<file path="src/rtl/multicycle_ctrl_pkg.sv">
// Shared encodings for the multi-cycle RV32I controller: opcodes, FSM states,
// instruction classes and the ALUop / wb_sel / trap_cause codes.
package multicycle_ctrl_pkg;

  localparam logic [6:0] OPC_R     = 7'b0110011;
  localparam logic [6:0] OPC_I     = 7'b0010011;
  localparam logic [6:0] OPC_LOAD  = 7'b0000011;
  localparam logic [6:0] OPC_STORE = 7'b0100011;
  localparam logic [6:0] OPC_BR    = 7'b1100011;
  localparam logic [6:0] OPC_JAL   = 7'b1101111;
  localparam logic [6:0] OPC_JALR  = 7'b1100111;

  typedef enum logic [2:0] {
    ST_BOOT, ST_FETCH, ST_DECODE, ST_EXEC, ST_MEM, ST_WB, ST_TRAP
  } state_t;

  // CL_NONE doubles as the "illegal opcode" result of decode_opcode
  typedef enum logic [2:0] {
    CL_NONE, CL_R, CL_I, CL_LOAD, CL_STORE, CL_BR, CL_JAL, CL_JALR
  } op_class_t;

  localparam logic [1:0] ALU_ADD    = 2'b00;
  localparam logic [1:0] ALU_BRANCH = 2'b01;
  localparam logic [1:0] ALU_FUNCT  = 2'b10;
  localparam logic [1:0] ALU_JUMP   = 2'b11;

  localparam logic [1:0] WB_ALU = 2'b00;
  localparam logic [1:0] WB_MEM = 2'b01;
  localparam logic [1:0] WB_PC4 = 2'b10;

  localparam logic [1:0] CAUSE_NONE    = 2'b00;
  localparam logic [1:0] CAUSE_ILLEGAL = 2'b01;
  localparam logic [1:0] CAUSE_TIMEOUT = 2'b10;

  function automatic op_class_t decode_opcode(input logic [6:0] opc);
    case (opc)
      OPC_R:     return CL_R;
      OPC_I:     return CL_I;
      OPC_LOAD:  return CL_LOAD;
      OPC_STORE: return CL_STORE;
      OPC_BR:    return CL_BR;
      OPC_JAL:   return CL_JAL;
      OPC_JALR:  return CL_JALR;
      default:   return CL_NONE;
    endcase
  endfunction

endpackage

</file>
<file path="src/rtl/multicycle_ctrl_mem_timeout_timer.sv">
// Counts consecutive un-acknowledged memory request cycles; expire flags the
// last allowed cycle so the FSM can trap on the following edge.
module multicycle_ctrl_mem_timeout_timer #(
  parameter int unsigned MEM_TIMEOUT = 16
) (
  input  logic clk,
  input  logic rst_n,
  input  logic count_en,
  input  logic clear,
  output logic expire
);

  localparam logic [7:0] LAST = 8'(MEM_TIMEOUT - 1);

  logic [7:0] count;

  always_ff @(posedge clk or negedge rst_n) begin
    if (!rst_n) begin
      count <= 8'd0;
    end else if (clear || !count_en) begin
      count <= 8'd0;
    end else begin
      count <= count + 8'd1;
    end
  end

  // a ready on this cycle deasserts count_en, so ready beats timeout
  assign expire = count_en && (count == LAST);

endmodule

</file>
<file path="src/rtl/multicycle_ctrl.sv">
// Multi-cycle FETCH/DECODE/EXEC/MEM/WB sequencer with a shared-memory req/ready
// handshake, retired-instruction counter and sticky trap on illegal op / timeout.
module multicycle_ctrl
  import multicycle_ctrl_pkg::*;
#(
  parameter int unsigned MEM_TIMEOUT = 16,
  parameter int unsigned INSTRET_W   = 32
) (
  input  logic                 clk,
  input  logic                 rst_n,
  input  logic [6:0]           opcode,
  input  logic                 mem_ready,
  input  logic                 branch_taken,
  output logic                 mem_req,
  output logic                 mem_we,
  output logic                 addr_sel,
  output logic                 ir_write,
  output logic                 pc_write,
  output logic                 pc_write_cond,
  output logic                 pc_src,
  output logic [1:0]           ALUop,
  output logic                 ALUsrc,
  output logic                 reg_write,
  output logic [1:0]           wb_sel,
  output logic [INSTRET_W-1:0] instret,
  output logic                 trap,
  output logic [1:0]           trap_cause
);

  state_t    state, next_state;
  op_class_t op_class;
  logic      retire;
  logic      cause_set;
  logic [1:0] cause_new;
  logic      timer_en, timer_clear, expire;

  // branch_taken is combined with pc_write_cond inside the datapath
  logic unused_branch_taken;
  assign unused_branch_taken = branch_taken;

  multicycle_ctrl_mem_timeout_timer #(.MEM_TIMEOUT(MEM_TIMEOUT)) u_timer (
    .clk      (clk),
    .rst_n    (rst_n),
    .count_en (timer_en),
    .clear    (timer_clear),
    .expire   (expire)
  );

  assign timer_en    = ((state == ST_FETCH) || (state == ST_MEM)) && !mem_ready;
  assign timer_clear = (next_state != state);
  assign trap        = (state == ST_TRAP);

  always_ff @(posedge clk or negedge rst_n) begin
    if (!rst_n) begin
      state      <= ST_BOOT;
      op_class   <= CL_NONE;
      instret    <= '0;
      trap_cause <= CAUSE_NONE;
    end else begin
      state <= next_state;
      if (state == ST_DECODE) op_class <= decode_opcode(opcode);
      if (retire) instret <= instret + INSTRET_W'(1);
      if (cause_set) trap_cause <= cause_new;
    end
  end

  always_comb begin
    next_state    = state;
    mem_req       = 1'b0;
    mem_we        = 1'b0;
    addr_sel      = 1'b0;
    ir_write      = 1'b0;
    pc_write      = 1'b0;
    pc_write_cond = 1'b0;
    pc_src        = 1'b0;
    ALUop         = ALU_ADD;
    ALUsrc        = 1'b0;
    reg_write     = 1'b0;
    wb_sel        = WB_ALU;
    retire        = 1'b0;
    cause_set     = 1'b0;
    cause_new     = CAUSE_NONE;
    case (state)
      ST_BOOT: next_state = ST_FETCH;
      ST_FETCH: begin
        mem_req = 1'b1;
        if (mem_ready) begin
          ir_write   = 1'b1;
          pc_write   = 1'b1;
          next_state = ST_DECODE;
        end else if (expire) begin
          next_state = ST_TRAP;
          cause_set  = 1'b1;
          cause_new  = CAUSE_TIMEOUT;
        end
      end
      ST_DECODE: begin
        if (decode_opcode(opcode) == CL_NONE) begin
          next_state = ST_TRAP;
          cause_set  = 1'b1;
          cause_new  = CAUSE_ILLEGAL;
        end else begin
          next_state = ST_EXEC;
        end
      end
      ST_EXEC: begin
        ALUsrc = !(op_class inside {CL_R, CL_BR, CL_JAL});
        case (op_class)
          CL_R, CL_I: begin
            ALUop      = ALU_FUNCT;
            next_state = ST_WB;
          end
          CL_LOAD, CL_STORE: begin
            ALUop      = ALU_ADD;
            next_state = ST_MEM;
          end
          CL_BR: begin
            ALUop         = ALU_BRANCH;
            pc_write_cond = 1'b1;
            pc_src        = 1'b1;
            retire        = 1'b1;
            next_state    = ST_FETCH;
          end
          CL_JAL, CL_JALR: begin
            ALUop      = ALU_JUMP;
            pc_write   = 1'b1;
            pc_src     = 1'b1;
            reg_write  = 1'b1;
            wb_sel     = WB_PC4;
            retire     = 1'b1;
            next_state = ST_FETCH;
          end
          default: next_state = ST_FETCH;
        endcase
      end
      ST_MEM: begin
        mem_req  = 1'b1;
        addr_sel = 1'b1;
        mem_we   = (op_class == CL_STORE);
        if (mem_ready) begin
          if (op_class == CL_STORE) begin
            retire     = 1'b1;
            next_state = ST_FETCH;
          end else begin
            next_state = ST_WB;
          end
        end else if (expire) begin
          next_state = ST_TRAP;
          cause_set  = 1'b1;
          cause_new  = CAUSE_TIMEOUT;
        end
      end
      ST_WB: begin
        reg_write  = 1'b1;
        wb_sel     = (op_class == CL_LOAD) ? WB_MEM : WB_ALU;
        retire     = 1'b1;
        next_state = ST_FETCH;
      end
      ST_TRAP: next_state = ST_TRAP;
      default: next_state = ST_BOOT;
    endcase
  end

endmodule
</file>
<file path="config.mk">
export PLATFORM = sky130hd
export DESIGN_NAME = multicycle_ctrl
export DESIGN_NICKNAME = d
export VERILOG_FILES = /design/src/rtl/multicycle_ctrl_pkg.sv /design/src/rtl/multicycle_ctrl_mem_timeout_timer.sv /design/src/rtl/multicycle_ctrl.sv
export SDC_FILE = /design/constraint.sdc
export NUM_CORES = 1
export LEC_CHECK = 0
export CAP_MARGIN = 20
export CORE_UTILIZATION = 54
export DETAILED_ROUTE_END_ITERATION = 10
export PLACE_DENSITY = 0.86
export REMOVE_ABC_BUFFERS = 1
export SLEW_MARGIN = 25
export SYNTH_ARGS = -nofsm -noshare
export SYNTH_HDL_FRONTEND = slang
export SYNTH_SLANG_ARGS = --single-unit
</file>
<file path="constraint.sdc">
create_clock -name clk -period 4.4 [get_ports clk]
set_clock_uncertainty 0.1 [all_clocks]
set_input_delay 1.32 -clock clk [delete_from_list [all_inputs] [get_ports clk]]
set_output_delay 1.32 -clock clk [all_outputs]
set_load 0.02 [all_outputs]
</file>
==> impl_metrics.env <==
export IMPL_outcome="finished clean"
export IMPL_start_kind="input port"
export IMPL_drtPass1Iterations=4
export IMPL_dp_slack_ns=0.2543
export IMPL_cp_max_fo=2
export IMPL_grt_overflow_total=0
export IMPL_r2r_setup_slack_ns=2.19
export IMPL_syn_area_per_cell_um2=10.07
export IMPL_syn_area_um2=2519
export IMPL_cts_buffers=5
export IMPL_fin_ws_ns=0.2466
export IMPL_clk_latency_ns=0.29
export IMPL_clk_pin_slew_ns=0.09
export IMPL_final_area_um2=3243
export IMPL_holdBufCountCts=0
export IMPL_worstMarginPinSlew_ns=0.7475
export IMPL_placed_cell_area_um2=3119
export IMPL_synthSimpleGateAreaFrac_pct=27.82
export IMPL_post_cts_setup_buffers=0
export IMPL_fillers=300
export IMPL_die_h_um=70.30
export IMPL_synth_compound_area_share_pct=7.004
export IMPL_ys_warn_count=0
export IMPL_wl_per_cell_um=13.71
export IMPL_slew_headroom_pct=50.16
export IMPL_rows=24
export IMPL_detail_route_antenna_nets=0
export IMPL_grt_pass1_vias=1886
export IMPL_multi_input_area_um2=1246
export IMPL_core_um2=4414
export IMPL_synthAdderAreaFrac_pct=0.9935
export IMPL_arrival_ns=2.73
export IMPL_maxCapViolCount=0
export IMPL_worstPathCellList="clkdlybuf4s50_1 > and2_1 > or2_2 > clkdlybuf4s50_1"
export IMPL_antenna_cells=0
export IMPL_pwr_density_cell_nw_per_um2=406.6
export IMPL_fin_crit_sh_pct=94.40
export IMPL_synthMuxAreaShare_pct=0.4471
export IMPL_setup_viol=0
export IMPL_cp_slowest_cell="clkdlybuf4s50_1"
export IMPL_cts_sinks=48
export IMPL_ff2ff_path_depth=5
export IMPL_finalMaxSlewViolations=0
export IMPL_vias_per_cell=5.357
export IMPL_grtUsageTotal_pct=21.40
export IMPL_ys_seq_area_share_pct=47.69
export IMPL_synth_top_area_share_pct=47.69
export IMPL_layout_drive_gt1_share_pct=10.03
export IMPL_io_buffers=57
export IMPL_post_dp_hpwl_mm=3.574
export IMPL_hold_path_endpoint="instret[31]"
export IMPL_synthDistinctLibCells=43
export IMPL_crit_top_cell="clkdlybuf4s50_1"
export IMPL_num_vias=1934
export IMPL_vdd_drop_max_mv=0.4685
export IMPL_cpPeakStageDelay_ns=0.54
export IMPL_synth_xor_area_share_pct=13.21
export IMPL_crit_type="in -> out"
export IMPL_seq_area_um2=1201
export IMPL_antenna_found_initial=0
export IMPL_ioPinCount=59
export IMPL_h_tree_depth=2
export IMPL_synth_top_family_by_area="simple AND/OR/NAND/NOR gates"
export IMPL_crit_required_ns=2.98
export IMPL_grt_max_degree=49
export IMPL_dieArea_um2=4941
export IMPL_final_hold_viol_count=0
export IMPL_die_w_um=70.30
export IMPL_grt_setup_unrepaired="false"
export IMPL_remaining_drc_errors=0
export IMPL_timing_rr_start="state[2]"
export IMPL_fmax_mhz=240.8
export IMPL_tns_ns=0
export IMPL_synth_area_leader_cell="dfrtp_1"
export IMPL_end_kind="output pin"
export IMPL_area_delta_synth_final_pct=28.76
export IMPL_final_nets=321
export IMPL_ctsResizeCount=0
export IMPL_ys_top_cells_by_area="dfrtp_1 (48%), xor2_1 (8.0%), xnor2_1 (5.2%)"
export IMPL_totalWireLength_mm=4.950
export IMPL_period_minus_slack_ns=4.153
export IMPL_drt_iter0_drc=117
export IMPL_gp_congestion=0.8102
export IMPL_cp_top_family="buffers and inverters"
export IMPL_p_leak_uw=0.001413
export IMPL_power_uw=1319
export IMPL_grt_pass1_wl_mm=8.445
export IMPL_clk_path_buf_depth=2
export IMPL_hp_start="instret[31]"
export IMPL_hold_class="reg -> reg"
export IMPL_cts_root_buf="clkbuf_8"
export IMPL_cp_num_buf_inv=2
export IMPL_hold_path_depth=1
export IMPL_syn_inst=250
export IMPL_cts_tree="yes"
export IMPL_start_util_pct=57.06
export IMPL_ys_ff_latch=48
export IMPL_r2r_end="instret[21]"
[worst reg2reg max path, cell delays in order (launching register included)]
cell       delay, ns
dfrtp_1         0.44
nand3b_2        0.34
nor2b_4         0.21
o2111ai_2       0.42
nor4_1          0.47
xor2_1          0.17
[metal layers]
metal	track usage [%]	vias to the layer above	wire length, µm
met5	0	-	0
met2	34.50	37	2421
met1	28.56	917	2306
met3	4.906	6	173
li1	-	974	-
met4	6.889	0	48
[stage by stage]
stage	std cells	util, %	hold WS (ns)
floorplan	242	-	0.3329
global placement	353	70.66	0.3475
detailed placement	353	70.66	0.3610
CTS	361	73.41	0.3805
global route	361	73.47	0.4001
finish	361	73.47	0.3779
[worst max-delay path by stage]
| stage | startpoint | endpoint | slack, ns | depth (start not counted) |
|---|---|---|---|---|
| final | mem_ready | pc_write | 0.25 | 4 |
| after global routing | mem_ready | pc_write | 0.23 | 4 |
| after CTS | mem_ready | pc_write | 0.25 | 4 |
| after detailed placement | mem_ready | pc_write | 0.25 | 4 |
| after global placement | mem_ready | pc_write | 0.29 | 4 |
| after floorplan | mem_ready | pc_write | 1.10 | 2 |
[placed cells by master (no fill, tap or decap), drive strengths merged, types with 4 or more instances in the layout]
master / instances
nand2: 23
nand2b: 4
nand3: 13
xnor2: 15
o31ai: 4
nor2b: 6
nor4: 12
xor2: 23
nand4: 5
inv: 7
a21oi: 7
and3: 8
clkbuf: 6
nor3: 10
clkdlybuf4s50: 56
dfrtp: 48
nor2: 27
[flip-flops by register name (all words and copies together) (netlist names)]
name and cells:
trap_cause 2, u_timer.count 8, instret 32, state 3, op_class 3
[report_power, final]
group          total, µW  switching [µW]  internal [µW]
Clock                327             142            186
Combinational        415             221            193
Sequential           576            83.3            493
[area by class of cell]
class | count | area share [%]
clock buffer | 6 | 2.546
clock inverter | 2 | 1.196
inverter | 7 | 0.8102
multi-input combinational | 187 | 38.43
sequential | 48 | 37.04
tap | 52 | 2.006
timing repair buffer | 59 | 17.98
[cell families (layout without fill, tap and decap cells)]
group | count (synthesis) | in the layout
adder cells (fa/ha/maj) | 2 | 2
flip-flops | 48 | 48
XOR/XNOR | 38 | 38
AND/OR/NAND/NOR | 121 | 121
multiplexers | 1 | 1
AO/OA/AOI/OAI | 25 | 25
buffers and inverters | 15 | 74
[cell usage after synthesis, drive strengths merged]
cell type,n
o41ai,1
nor2b,6
a21boi,1
nand2b,4
a21oi,7
xor2,23
nand2,23
or2,2
nand4,5
buf,6
a221oi,1
and2,3
o21bai,1
or3,3
nor3b,2
o211ai,1
o21ba,1
nor4,12
mux2,1
o2111ai,1
and4,1
inv,7
o2bb2ai,1
nand3b,1
nand3,13
clkbuf,2
dfrtp,48
o21ai,3
ha,2
a21o,1
nor3,10
o31ai,4
and3,8
o21a,2
nor2,27
xnor2,15
and4bb,1
(Power assumes the default switching activity.)
